File: config.mk
export PLATFORM = sky130hd
export DESIGN_NAME = decoder_xx6812_flat
export DESIGN_NICKNAME = d
export VERILOG_FILES = /design/src/rtl/decoder_xx6812_if.sv /design/src/rtl/decoder_xx6812.sv /design/src/flat_wrapper.sv
export SDC_FILE = /design/constraint.sdc
export NUM_CORES = 1
export LEC_CHECK = 0
export ABC_AREA = 1
export CAP_MARGIN = 15
export CORE_MARGIN = 2
export CORE_UTILIZATION = 45
export DETAILED_ROUTE_END_ITERATION = 8
export GPL_TIMING_DRIVEN = 0
export PLACE_DENSITY = 0.68
export SYNTH_ARGS = -nofsm -noshare
export SYNTH_HDL_FRONTEND = slang
export SYNTH_SLANG_ARGS = --single-unit
File: constraint.sdc
create_clock -name clock_12mhz -period 1.55 [get_ports clock_12mhz]
set_input_delay 0.31 -clock clock_12mhz [delete_from_list [all_inputs] [get_ports clock_12mhz]]
set_output_delay 0.31 -clock clock_12mhz [all_outputs]
set_load 0.02 [all_outputs]
File: src/rtl/decoder_xx6812_if.sv
// Bus bundle between an xx6812 line source and the decoder_xx6812 receiver.
interface decoder_xx6812_if;
  logic        serial_data_in;
  logic [23:0] parallel_data_out;
  logic        data_ready;
  logic [7:0]  led_counter;
  logic        frame_done;
  logic        error;
  logic [7:0]  error_count;

  modport master (
    output serial_data_in,
    input  parallel_data_out, data_ready, led_counter, frame_done, error, error_count
  );

  modport slave (
    input  serial_data_in,
    output parallel_data_out, data_ready, led_counter, frame_done, error, error_count
  );
endinterface

File: src/rtl/decoder_xx6812.sv
// Decodes an xx6812 single-wire stream into 24-bit LED words and detects latch gaps.
// Protocol-error detection is built only when XX6812_DECODER_ERROR_EN is defined.
module decoder_xx6812 #(
  parameter int unsigned BIT_THRESHOLD = 7,
  parameter int unsigned MIN_HIGH      = 2,
  parameter int unsigned MAX_HIGH      = 14,
  parameter int unsigned LATCH_CYCLES  = 600
) (
  input  logic            clock_12mhz,
  input  logic            reset,
  decoder_xx6812_if.slave bus
);
  localparam int unsigned WORD_W   = 24;
  localparam int unsigned BCW      = 5;
  localparam int unsigned IDX_W    = 8;
  localparam int unsigned ECW      = 8;
  localparam int unsigned HIGH_SAT = MAX_HIGH + 1;
  localparam int unsigned HCW      = $clog2(HIGH_SAT + 1);
  localparam int unsigned LCW      = $clog2(LATCH_CYCLES + 1);

`ifdef XX6812_DECODER_ERROR_EN
  localparam bit ERR_EN = 1'b1;
`else
  localparam bit ERR_EN = 1'b0;
`endif

  typedef enum logic [1:0] {ST_SYNC, ST_IDLE, ST_HIGH, ST_LOW} state_t;

  logic [1:0]        sync_q;
  logic              s;
  logic              s_d;
  logic              rise_c;

  state_t            state, state_n;
  logic [HCW-1:0]    high_cnt, high_cnt_n;
  logic [LCW-1:0]    low_cnt, low_cnt_n;
  logic [WORD_W-1:0] shreg, shreg_n;
  logic [BCW-1:0]    bit_cnt, bit_cnt_n;
  logic [IDX_W-1:0]  word_idx, word_idx_n;
  logic [WORD_W-1:0] pdo_q, pdo_n;
  logic [IDX_W-1:0]  led_q, led_n;
  logic              dr_q, dr_n;
  logic              fd_q, fd_n;
  logic              err_q, err_n;
  logic [ECW-1:0]    err_cnt_q, err_cnt_n;
  logic              err_hit;

  logic              bit_val_c;
  logic [WORD_W-1:0] new_word_c;
  logic              bad_len_c;
  logic              partial_err_c;
  logic              latch_c;

  // Two-flop synchronizer plus one delay stage for edge detection
  always_ff @(posedge clock_12mhz or negedge reset) begin
    if (!reset) begin
      sync_q <= '0;
      s_d    <= 1'b0;
    end else begin
      sync_q <= {sync_q[0], bus.serial_data_in};
      s_d    <= s;
    end
  end

  assign s      = sync_q[1];
  assign rise_c = s & ~s_d;

  assign bit_val_c     = (high_cnt >= HCW'(BIT_THRESHOLD));
  assign new_word_c    = {shreg[WORD_W-2:0], bit_val_c};
  assign bad_len_c     = ERR_EN && ((high_cnt < HCW'(MIN_HIGH)) || (high_cnt > HCW'(MAX_HIGH)));
  assign partial_err_c = ERR_EN && (bit_cnt != '0);
  assign latch_c       = (low_cnt == LCW'(LATCH_CYCLES));

  // Next-state and datapath update
  always_comb begin
    state_n    = state;
    high_cnt_n = high_cnt;
    low_cnt_n  = low_cnt;
    shreg_n    = shreg;
    bit_cnt_n  = bit_cnt;
    word_idx_n = word_idx;
    pdo_n      = pdo_q;
    led_n      = led_q;
    dr_n       = 1'b0;
    fd_n       = 1'b0;
    err_hit    = 1'b0;

    case (state)
      // Hold off until a full latch gap so decoding starts frame-aligned
      ST_SYNC: begin
        if (latch_c) begin
          low_cnt_n = '0;
          if (rise_c) begin
            state_n    = ST_HIGH;
            high_cnt_n = HCW'(1);
          end else begin
            state_n = ST_IDLE;
          end
        end else if (s) begin
          low_cnt_n = '0;
        end else begin
          low_cnt_n = low_cnt + LCW'(1);
        end
      end

      ST_IDLE: begin
        if (rise_c) begin
          state_n    = ST_HIGH;
          high_cnt_n = HCW'(1);
        end
      end

      ST_HIGH: begin
        if (s) begin
          if (high_cnt != HCW'(HIGH_SAT)) high_cnt_n = high_cnt + HCW'(1);
        end else begin
          low_cnt_n = LCW'(1);
          if (bad_len_c) begin
            err_hit    = 1'b1;
            state_n    = ST_SYNC;
            bit_cnt_n  = '0;
            word_idx_n = '0;
          end else begin
            state_n = ST_LOW;
            shreg_n = new_word_c;
            if (bit_cnt == BCW'(WORD_W - 1)) begin
              pdo_n      = new_word_c;
              led_n      = word_idx;
              dr_n       = 1'b1;
              bit_cnt_n  = '0;
              word_idx_n = word_idx + IDX_W'(1);
            end else begin
              bit_cnt_n = bit_cnt + BCW'(1);
            end
          end
        end
      end

      // A latch takes priority over a simultaneous rising edge
      ST_LOW: begin
        if (latch_c) begin
          fd_n       = 1'b1;
          bit_cnt_n  = '0;
          word_idx_n = '0;
          low_cnt_n  = '0;
          if (partial_err_c) begin
            err_hit   = 1'b1;
            state_n   = ST_SYNC;
            low_cnt_n = s ? LCW'(0) : LCW'(1);
          end else if (rise_c) begin
            state_n    = ST_HIGH;
            high_cnt_n = HCW'(1);
          end else begin
            state_n = ST_IDLE;
          end
        end else if (rise_c) begin
          state_n    = ST_HIGH;
          high_cnt_n = HCW'(1);
        end else begin
          low_cnt_n = low_cnt + LCW'(1);
        end
      end

      default: state_n = ST_SYNC;
    endcase

    err_n     = err_q | err_hit;
    err_cnt_n = (err_hit && (err_cnt_q != {ECW{1'b1}})) ? err_cnt_q + ECW'(1) : err_cnt_q;
  end

  always_ff @(posedge clock_12mhz or negedge reset) begin
    if (!reset) begin
      state     <= ST_SYNC;
      high_cnt  <= '0;
      low_cnt   <= '0;
      shreg     <= '0;
      bit_cnt   <= '0;
      word_idx  <= '0;
      pdo_q     <= '0;
      led_q     <= '0;
      dr_q      <= 1'b0;
      fd_q      <= 1'b0;
      err_q     <= 1'b0;
      err_cnt_q <= '0;
    end else begin
      state     <= state_n;
      high_cnt  <= high_cnt_n;
      low_cnt   <= low_cnt_n;
      shreg     <= shreg_n;
      bit_cnt   <= bit_cnt_n;
      word_idx  <= word_idx_n;
      pdo_q     <= pdo_n;
      led_q     <= led_n;
      dr_q      <= dr_n;
      fd_q      <= fd_n;
      err_q     <= err_n;
      err_cnt_q <= err_cnt_n;
    end
  end

  assign bus.parallel_data_out = pdo_q;
  assign bus.data_ready        = dr_q;
  assign bus.led_counter       = led_q;
  assign bus.frame_done        = fd_q;
  assign bus.error             = err_q;
  assign bus.error_count       = err_cnt_q;
endmodule

File: src/flat_wrapper.sv
// flat-port wrapper written by rule: the top's interface ports become plain ports
module decoder_xx6812_flat 
#(
  parameter int unsigned BIT_THRESHOLD = 7,
  parameter int unsigned MIN_HIGH      = 2,
  parameter int unsigned MAX_HIGH      = 14,
  parameter int unsigned LATCH_CYCLES  = 600
)
  (clock_12mhz, reset, bus_serial_data_in, bus_parallel_data_out, bus_data_ready, bus_led_counter, bus_frame_done, bus_error, bus_error_count);
  decoder_xx6812_if bus_i ();
  input  logic clock_12mhz;
  input  logic reset;
  input wire logic [$bits(bus_i.serial_data_in)-1:0] bus_serial_data_in;
  output wire logic [$bits(bus_i.parallel_data_out)-1:0] bus_parallel_data_out;
  output wire logic [$bits(bus_i.data_ready)-1:0] bus_data_ready;
  output wire logic [$bits(bus_i.led_counter)-1:0] bus_led_counter;
  output wire logic [$bits(bus_i.frame_done)-1:0] bus_frame_done;
  output wire logic [$bits(bus_i.error)-1:0] bus_error;
  output wire logic [$bits(bus_i.error_count)-1:0] bus_error_count;
  assign bus_i.serial_data_in = bus_serial_data_in;
  assign bus_parallel_data_out = bus_i.parallel_data_out;
  assign bus_data_ready = bus_i.data_ready;
  assign bus_led_counter = bus_i.led_counter;
  assign bus_frame_done = bus_i.frame_done;
  assign bus_error = bus_i.error;
  assign bus_error_count = bus_i.error_count;
  decoder_xx6812 #(.BIT_THRESHOLD(BIT_THRESHOLD), .MIN_HIGH(MIN_HIGH), .MAX_HIGH(MAX_HIGH), .LATCH_CYCLES(LATCH_CYCLES)) u_core (.clock_12mhz(clock_12mhz), .reset(reset), .bus(bus_i));
endmodule
==> impl_metrics.json <==
{
  "outcome": "finished, violations left",
  "violations": "setup timing",
  "rows": 35,
  "synthTopCellsByCount": "nand2_1, dfrtp_1, inv_1",
  "period_minus_slack_ns": 1.595,
  "final_cells": 689,
  "root_buffer": "clkbuf_8",
  "p_leak_uw": 0.002827,
  "hold_path.class": "reg -> reg",
  "grt_pass1_vias": 3191,
  "ios": 46,
  "numCtsBuffers": 9,
  "drv_cap": 0,
  "cp_data_arrival_time_ns": 1.89,
  "power.total_uw": 4211,
  "yosys_register_bits": 89,
  "hold_violations": 0,
  "reg2reg_slack_ns": -0.05,
  "grt_max_degree": 65,
  "port_buffers": 36,
  "postLayoutSetupSlackWorst_ns": -0.04536,
  "setup_tns_ns": -0.1933,
  "met3_usage_pct": 4.022,
  "worst-setup-path-type": "reg -> reg",
  "worst_setup_path_start_kind": "register",
  "die_h_um": 101.1,
  "cts_tree": "done",
  "grt_use_met1_pct": 22.82,
  "yosys-top-cells-area": "dfrtp_1, nand2_1, o21ai_2, inv_1, o21ai_0",
  "drc": 0,
  "min_period_over_period_pct": 102.9,
  "crit_required_ns": 1.84,
  "rsz0062_at_grt": "true",
  "synth_top_area_share_pct": 52.49,
  "grt-busiest-layer": "met2",
  "drt_iter0_drc": 114,
  "yosys_warnings": 0,
  "place_area_um2": 4797,
  "clkSlewWorstSetupHoldPaths_ns": 0.09,
  "fillCellCount": 822,
  "place_hpwl_um": 5565,
  "final_nets": 581,
  "dp_cells": 644,
  "vdd_ir_drop_max_mv": 0.5198,
  "cp_max_fo": 6,
  "skew_ns": 0.01154,
  "fmax_mhz": 626.8,
  "routed-via-count": 3411,
  "via_per_inst": 4.951,
  "coreArea_um2": 9196,
  "synth_area_um2": 4243,
  "h-tree-depth": 3,
  "synth_seq_area_share_pct": 52.49,
  "grt_pass1_wl_um": 14130,
  "final_area_um2": 5543,
  "insertedDiodeCount": 0,
  "clk_path_buf_depth": 2,
  "synth-main-ff-cell": "dfrtp_1",
  "yosys.area.top_type": "dfrtp_1",
  "layout-drive-gt1-share_pct": 28.37,
  "wl_per_cell_um": 12.94,
  "endpoint_kind": "register",
  "yosysMostFrequentCell": "nand2_1",
  "setup_violations": 8,
  "ys_async_sr_fraction_pct": 100.0,
  "grt_util_all_layers_pct": 17.32,
  "worst_pin_slew_ns": 0.5709,
  "synth_edf_count": 0,
  "start_util_pct": 46.14,
  "relSlewSlack_pct": 61.54,
  "area_growth_pct": 30.64,
  "grt_use_met2_pct": 28.17,
  "ant_nets": 0,
  "antenna_found_initial": 0,
  "avgSynthCellArea_um2": 8.694,
  "worstSkewPairLatency_ns": 0.37,
  "die_w_um": 101.1,
  "maxSlewViolCount": 0,
  "wirelength_um": 8918,
  "clock-sinks": 89,
  "die-area_um2": 10220,
  "gp_congestion": 0.8889,
  "overflow": 0,
  "dr.pass1.iters": 5,
  "yosysUniqueCellTypes": 29,
  "syn_inst": 488,
  "power-per-cell-area_nw_per_um2": 759.7
}
[worst max-delay path: stages (launching register included)]
cell     delay (ns)
dfrtp_2        0.44
inv_2          0.09
ha_4           0.15
nand2_4        0.05
nor2_4         0.12
nand3_4        0.14
nand2_2        0.11
inv_2          0.04
nor2_4         0.13
buf_6          0.14
nand2_1        0.05
o21ai_1        0.07
[worst paths after layout]
kind	startpoint	endpoint	depth (start not counted)
worst max-delay path	u_core.low_cnt[0]	u_core.word_idx[4]	11
worst min-delay path	u_core.sync_q[0]	u_core.sync_q[1]	0
worst max register to register	u_core.low_cnt[0]	u_core.word_idx[4]	11
worst min register to register	u_core.sync_q[0]	u_core.sync_q[1]	0
max in group asynchronous	reset	u_core.state[0]	3
min in group asynchronous	reset	u_core.shreg[13]	2
[cells in the final DEF, fill, tap and decap left out, types with 5 or more instances in the layout]
cell type	Yosys	final
inv_1	50	47
nand4_1	9	9
nand2_4	0	10
dlygate4sd2_1	0	34
nor2_4	1	5
xor2_1	6	6
nor2_1	26	21
nand2_1	154	129
conb_1	1	9
o21ai_2	28	30
nand3_1	28	25
dfrtp_1	89	85
buf_6	7	7
inv_2	6	6
o21ai_1	5	6
o21ai_0	33	29
nand2_2	2	17
clkbuf_8	0	9
buf_4	10	36
[logic make-up (layout without fill, tap and decap cells)]
family | count (synthesis) | in the layout | share of synthesized area [%]
other | 1 | 9 | 0.08838
buffers and inverters | 84 | 165 | 9.879
DFF | 89 | 89 | 52.49
xor gates and xnor gates | 8 | 8 | 1.651
adders and majority gates | 5 | 5 | 1.474
and+or+nand+nor | 229 | 230 | 23.33
AOI/OAI and AO/OA | 72 | 72 | 11.09
[routing by layer]
| layer | up-vias | share of wire, % |
|---|---|---|
| met5 | - | 0 |
| met4 | 0 | 1.6 |
| met3 | 18 | 3.5 |
| met2 | 73 | 49 |
| met1 | 1622 | 46 |
| li1 | 1698 | - |
[repair_timing]
item / 4_1_cts / 5_1_grt
endpoints found under the setup margin: 93 / 83
gates resized for setup: 48 / 91
cloned: 2 / 3
pin swaps: 5 / 13
endpoints found under the hold margin: 25 / 0
setup buffers: 9 / 15
hold buffers: 1 / 0
[registers in the layout, summed over array words and instances (netlist names), 4 cells and up]
name	cells
u_core.bus.parallel_data_out	24
u_core.shreg	23
u_core.low_cnt	10
u_core.bus.led_counter	8
u_core.word_idx	8
u_core.bit_cnt	5
u_core.high_cnt	4
[per-stage QoR]
step	setup slack (ns)	hold WS (ns)	util (%)
floorplan	0.04652	0.01441	-
global placement	-3.099	0.3420	51.89
detailed placement	-0.2572	0.2446	52.16
CTS	-0.001434	0.3669	55.22
global route	-0.1297	0.3629	60.27
finish	-0.04536	0.3628	60.27
[power breakdown]
part	total (µW)	internal, µW	switching, µW
combinational	183	69.2	114
clock	1690	777	909
sequential	2340	2330	11.7
[area by class of cell]
class                      count  area [µm²]  area share, %
sequential                    89        2232          40.27
multi-input combinational    324        1876          33.84
timing repair buffer          65       598.1          10.79
inverter                      60       264.0          4.763
buffer                        24       226.5          4.086
tap                          111       138.9          2.506
clock buffer                   9       123.9          2.235
clock inverter                 7       83.83          1.512
(Power assumes the default switching activity.)
